[src/rtl/div_unit_pkg.sv]
// div_unit_pkg: shared state encodings and handshake constants for the radix-2 divider.
package div_unit_pkg;

    typedef enum logic [1:0] {
        DIV_FREE    = 2'd0,
        DIV_BY_ZERO = 2'd1,
        DIV_ON      = 2'd2,
        DIV_END     = 2'd3
    } div_state_t;

    localparam logic DIV_START     = 1'b1;
    localparam logic DIV_STOP      = 1'b0;
    localparam logic DIV_READY     = 1'b1;
    localparam logic DIV_NOT_READY = 1'b0;
    localparam int   DIV_WIDTH     = 32;

endpackage

[src/rtl/div_step.sv]
// div_step: one restoring shift/trial-subtract iteration of the divider.
module div_step #(
    parameter int WIDTH = 32
) (
    input  logic [WIDTH-1:0] rem,
    input  logic             next_bit,
    input  logic [WIDTH-1:0] divisor,
    output logic [WIDTH-1:0] rem_nxt,
    output logic             q_bit
);
    logic [WIDTH:0] minuend;
    logic [WIDTH:0] diff;

    assign minuend = {rem, next_bit};
    assign diff    = minuend - {1'b0, divisor};
    // rem < divisor always holds, so the top difference bit is exactly the borrow
    assign q_bit   = ~diff[WIDTH];
    assign rem_nxt = q_bit ? diff[WIDTH-1:0] : minuend[WIDTH-1:0];

endmodule

[src/rtl/div_unit.sv]
// div_unit: multi-cycle radix-2 restoring DIV/DIVU unit, result = {remainder, quotient}.
// Optional DIV_ZERO_TRAP_EN adds div_zero_o, flagging results produced by a zero divisor.
module div_unit
    import div_unit_pkg::*;
#(
    parameter int WIDTH  = DIV_WIDTH,
    parameter int ITER_W = 6
) (
    input  logic               clk,
    input  logic               rst,
    input  logic               signed_div_i,
    input  logic [WIDTH-1:0]   opdata1_i,
    input  logic [WIDTH-1:0]   opdata2_i,
    input  logic               start_i,
    input  logic               annul_i,
    output logic [2*WIDTH-1:0] result_o,
    output logic               ready_o,
    output logic               busy_o
`ifdef DIV_ZERO_TRAP_EN
    ,
    output logic               div_zero_o
`endif
);
    div_state_t        state;
    logic [ITER_W-1:0] cnt;
    logic [WIDTH-1:0]  dvd;
    logic [WIDTH-1:0]  dvs;
    logic [WIDTH-1:0]  rem;
    logic [WIDTH-1:0]  quo;
    logic              neg_q;
    logic              neg_r;
    logic [WIDTH-1:0]  rem_nxt;
    logic              q_bit;

    div_step #(.WIDTH(WIDTH)) u_step (
        .rem      (rem),
        .next_bit (dvd[WIDTH-1]),
        .divisor  (dvs),
        .rem_nxt  (rem_nxt),
        .q_bit    (q_bit)
    );

    assign busy_o = state != DIV_FREE;

    always_ff @(posedge clk or negedge rst) begin
        if (!rst) begin
            state    <= DIV_FREE;
            cnt      <= '0;
            dvd      <= '0;
            dvs      <= '0;
            rem      <= '0;
            quo      <= '0;
            neg_q    <= 1'b0;
            neg_r    <= 1'b0;
            result_o <= '0;
            ready_o  <= DIV_NOT_READY;
        end else begin
            case (state)
                DIV_FREE: if (start_i == DIV_START && !annul_i) begin
                    // operands become magnitudes; signs are restored on END entry
                    dvd   <= (signed_div_i && opdata1_i[WIDTH-1]) ? -opdata1_i : opdata1_i;
                    dvs   <= (signed_div_i && opdata2_i[WIDTH-1]) ? -opdata2_i : opdata2_i;
                    neg_q <= signed_div_i && (opdata1_i[WIDTH-1] ^ opdata2_i[WIDTH-1]);
                    neg_r <= signed_div_i && opdata1_i[WIDTH-1];
                    rem   <= '0;
                    quo   <= '0;
                    cnt   <= '0;
                    state <= (opdata2_i == '0) ? DIV_BY_ZERO : DIV_ON;
                end
                DIV_BY_ZERO: begin
                    state    <= annul_i ? DIV_FREE : DIV_END;
                    result_o <= '0;
                    ready_o  <= annul_i ? DIV_NOT_READY : DIV_READY;
                end
                DIV_ON: if (annul_i) begin
                    state <= DIV_FREE;
                end else if (cnt == ITER_W'(WIDTH)) begin
                    state    <= DIV_END;
                    result_o <= {neg_r ? -rem : rem, neg_q ? -quo : quo};
                    ready_o  <= DIV_READY;
                end else begin
                    rem <= rem_nxt;
                    quo <= {quo[WIDTH-2:0], q_bit};
                    dvd <= dvd << 1;
                    cnt <= cnt + ITER_W'(1);
                end
                DIV_END: if (start_i == DIV_STOP || annul_i) begin
                    state    <= DIV_FREE;
                    result_o <= '0;
                    ready_o  <= DIV_NOT_READY;
                end
            endcase
        end
    end

`ifdef DIV_ZERO_TRAP_EN
    always_ff @(posedge clk or negedge rst) begin
        if (!rst)
            div_zero_o <= 1'b0;
        else if (state == DIV_BY_ZERO)
            div_zero_o <= !annul_i;
        else if (state != DIV_END || start_i == DIV_STOP || annul_i)
            div_zero_o <= 1'b0;
    end
`endif

endmodule
[config.mk]
export PLATFORM = sky130hd
export DESIGN_NAME = div_unit
export DESIGN_NICKNAME = d
export VERILOG_FILES = /design/src/rtl/div_unit_pkg.sv /design/src/rtl/div_step.sv /design/src/rtl/div_unit.sv
export SDC_FILE = /design/constraint.sdc
export NUM_CORES = 1
export LEC_CHECK = 0
export CELL_PAD_IN_SITES_DETAIL_PLACEMENT = 1
export CELL_PAD_IN_SITES_GLOBAL_PLACEMENT = 1
export CORE_ASPECT_RATIO = 0.8
export CORE_MARGIN = 1.5
export CORE_UTILIZATION = 25
export CTS_BUF_LIST = sky130_fd_sc_hd__clkbuf_16
export DETAILED_ROUTE_END_ITERATION = 10
export GPL_TIMING_DRIVEN = 0
export PLACE_DENSITY_LB_ADDON = 0.1
export SLEW_MARGIN = 15
export SYNTH_ARGS = -nofsm -noshare
export SYNTH_HDL_FRONTEND = slang
export SYNTH_SLANG_ARGS = --single-unit
[constraint.sdc]
create_clock -name clk -period 2.9 [get_ports clk]
set_input_delay 0.87 -clock clk [delete_from_list [all_inputs] [get_ports clk]]
set_output_delay 0.87 -clock clk [all_outputs]
set_load 0.005 [all_outputs]
==> results.toml <==
[die]
die_x_um = 252
die_area_mm2 = 0.0511
core_area_mm2 = 0.0487
height_of_the_chip_um = 203
io_pins = 135
starting_density_pct = 25.5
floorplan.rows = 72

[routing]
avgRoutedWirePerCell_um = 18.6
drt_pass1_iterations = 4
ant_nets = 0
vias_per_cell = 4.75
total_number_of_vias = 11200
route.detailed.drc = 0
dr.first_iter.drc_count = 563
wirelength_mm = 43.9

[worst_setup_path]
worstPathBufferInverterCount = 4
critical_path.max_stage_delay_ns = 0.47
endpoint_kind_of_the_worst_setup_timing_path = "register"
cp_cell_sequence = "buf_8 > inv_4 > ha_4 > or4b_4 > or4_4 > or4_4 > or4_4 > inv_2 > and3_4 > buf_6 > a21oi_2 > o21ai_1 > o21ai_1"
worst-endpoint-required_ns = 3.32
timing.critical_path.fanout_max = 3
worstPathArrival_ns = 3.56
cpLargestDelayFamily = "simple AND/OR/NAND/NOR gates"
start_kind = "input port"
crit_path_frequent_cell = "sky130_fd_sc_hd__or4_4"
worst-setup-path-type = "in -> reg"
worst_path_max_delay_cell = "sky130_fd_sc_hd__or4b_4"

[finish]
finish.cell_count_without_fillers = 2364
drive_gt1_share_pct = 16.8
fin_nets = 1793
layout_overhead_on_the_synthesized_area_pct = 36.1
fillCellCount = 5613
final_cell_mix = "sky130_fd_sc_hd__nand2_1 (270), sky130_fd_sc_hd__dfrtp_1 (180), sky130_fd_sc_hd__o21ai_0 (155)"
multi_input_comb_area_mm2 = 0.00772
diode_count = 0
final_common_cell = "sky130_fd_sc_hd__nand2_1"
area.sequential_mm2 = 0.00511

[timing]
drv_slew = 0
max_slew.worst_pin.slew_ns = 0.846
report.final.setup_viol = 23
setup_ws_ns = -0.239
max_freq_mhz = 319
hold_slack_ns = 0.249
finClkSkew_ns = 0.0194
grt_setup_unrepaired = "yes"
period_share_pct = 108
post-route-min-period_ns = 3.14
max-slew-margin-rel_pct = 43.1
final-hold-violation-count = 0

[clock_network]
ctsRootBufferMaster = "sky130_fd_sc_hd__clkbuf_16"
cts.sink_count = 203
numCtsBuffers = 26
cts-root-to-sink-buffers = 3
clk-insertion-delay-late_ns = 0.56
cts.htree.levels = 1
clkTransAtPathRegs_ns = 0.06
cts_tree = "built"

[logic_synthesis]
netlist-cell-type-count = 65
ys_ff_latch = 203
synth_warnings = 0
mappedNetlistNets = 1584
main_combinational_cell_family_by_area_after_synthesis = "compound AO/OA/AOI/OAI gates"
synth_seq_area_share_pct = 40.8
yosys_most_used_dff = "sky130_fd_sc_hd__dfrtp_1"
synth-async-reset-ratio_pct = 100
synth-adder-area-share_pct = 4.38
mapped_avg_cell_area_um2 = 8.45
synthesis.area_mm2 = 0.0124
compound_cell_area_share_of_the_yosys_netlist_pct = 18.9
synthesis.instances = 1472
synth_simple_gate_area_share_pct = 18.7
synth_enable_flop_cells = 0
synth_mux_area_share_pct = 2.51
synth-xor-area-share_pct = 10.7

[worst_hold_path]
hold_class = "in -> async"

[grt]
track_usage_pct = 17.1
first_pass_grt_wire_length_mm = 69.4
grt_start_max_net_pins = 86
via_count_of_the_first_global_routing_pass = 11700
total_overflow_reported_by_the_global_router = 0
grt_antenna_before_repair = 0

[outcome]
failed_checks = "setup timing"
status = "finished with violations"

[pwr]
worst_supply_voltage_drop_on_vdd_mv = 0.758
total_leakage_power_uw = 0.00735
cellPowerDensity_mw_per_mm2 = 1250

[placement]
gp_congestion = 0.794
dp_slack_ns = -1.60
dp_hpwl_mm = 32.7
numPlacedInstances = 2273
port_buffers = 133

[flow_run]
max_cap_check_violation_count = 0
## sequential cells by signal, indices dropped and copies added, names as in the netlist, 2 cells and up
register,flops
cnt,6
state,2
dvs,32
rem,32
result_o,64
quo,32
dvd,32
## through the flow
step,total power (uW),area (um2),setup TNS [ns],util [%]
final,21200,16900,-1.95,34.7
after global routing,22800,16900,-12.63,34.7
after CTS,20000,16400,-2.64,33.7
after detailed placement,14900,14800,-117.68,30.3
after global placement,14700,14700,-1843.86,30.1
after floorplan,11400,12500,-3.52,-
## synthesized netlist by cell type (21+ instances only)
cell	number	share of area, %
sky130_fd_sc_hd__dfrtp_1	203	41
sky130_fd_sc_hd__a21oi_1	78	3.1
sky130_fd_sc_hd__xnor2_1	58	4.1
sky130_fd_sc_hd__nand2_1	277	8.4
sky130_fd_sc_hd__nor2_1	66	2.0
sky130_fd_sc_hd__nand3_1	46	1.9
sky130_fd_sc_hd__ha_1	42	4.2
sky130_fd_sc_hd__xor2_1	94	6.6
sky130_fd_sc_hd__inv_1	56	1.7
sky130_fd_sc_hd__o21ai_0	204	8.2
sky130_fd_sc_hd__clkbuf_1	62	1.9
sky130_fd_sc_hd__o31ai_1	21	1.3
sky130_fd_sc_hd__mux2i_1	29	2.3
## kinds of logic after synthesis
group | count (synthesis)
AND/OR/NAND/NOR | 508
AO/OA/AOI/OAI | 402
flip-flops | 203
XOR/XNOR | 152
buffers and inverters | 133
adder cells (fa/ha/maj) | 43
multiplexers | 31
## final cells by class
type | count | share of cell area (%)
buffer | 67 | 1.82
inverter | 57 | 1.37
timing repair buffer | 190 | 11.2
sequential | 203 | 30.2
multi-input combinational | 1136 | 45.6
tap | 666 | 4.92
clock buffer | 26 | 3.84
clock inverter | 19 | 1.01
## where the power goes
part	internal [uW]	total, uW	switching (uW)
Combinational	6020	13300	7300
Clock	1880	3200	1320
Sequential	3750	4650	898
## worst paths after layout
check | start | end | slack [ns] | depth (start not counted)
min reg2reg | result_o[16] | result_o[16] | 0.48 | 2
min | rst | result_o[43] | 0.25 | 1
max | opdata2_i[1] | state[1] | -0.24 | 13
max reg2reg | rem[6] | result_o[61] | -0.16 | 9
max in group asynchronous | rst | rem[13] | 1.75 | 2
min in group clk | result_o[16] | result_o[16] | 0.48 | 2
## worst reg2reg max path, cell delays in order (launching register included)
cell	delay [ns]
sky130_fd_sc_hd__dfrtp_2	0.41
sky130_fd_sc_hd__or4_4	0.55
sky130_fd_sc_hd__or4_4	0.43
sky130_fd_sc_hd__or4_4	0.44
sky130_fd_sc_hd__nand2b_4	0.17
sky130_fd_sc_hd__nand2b_4	0.18
sky130_fd_sc_hd__nand2b_4	0.20
sky130_fd_sc_hd__o41ai_4	0.24
sky130_fd_sc_hd__xor2_1	0.24
sky130_fd_sc_hd__o21ai_1	0.08
## layer usage
metal,track usage (%),vias to the layer above,share of wire [%]
met3,2.10,40,2.9
met5,0,-,0
met1,26.2,5538,53
li1,-,5533,-
met4,2.82,0,1.4
met2,25.7,125,43
## what timing repair did
item                       4_1_cts  5_1_grt
pin swaps                       43       40
setup endpoints to repair      170      147
resized for setup              171      114
cloned                           1        2
buffers inserted                34       19
hold buffers                     0        0
Note: power is estimated with default switching activity, not from simulation.
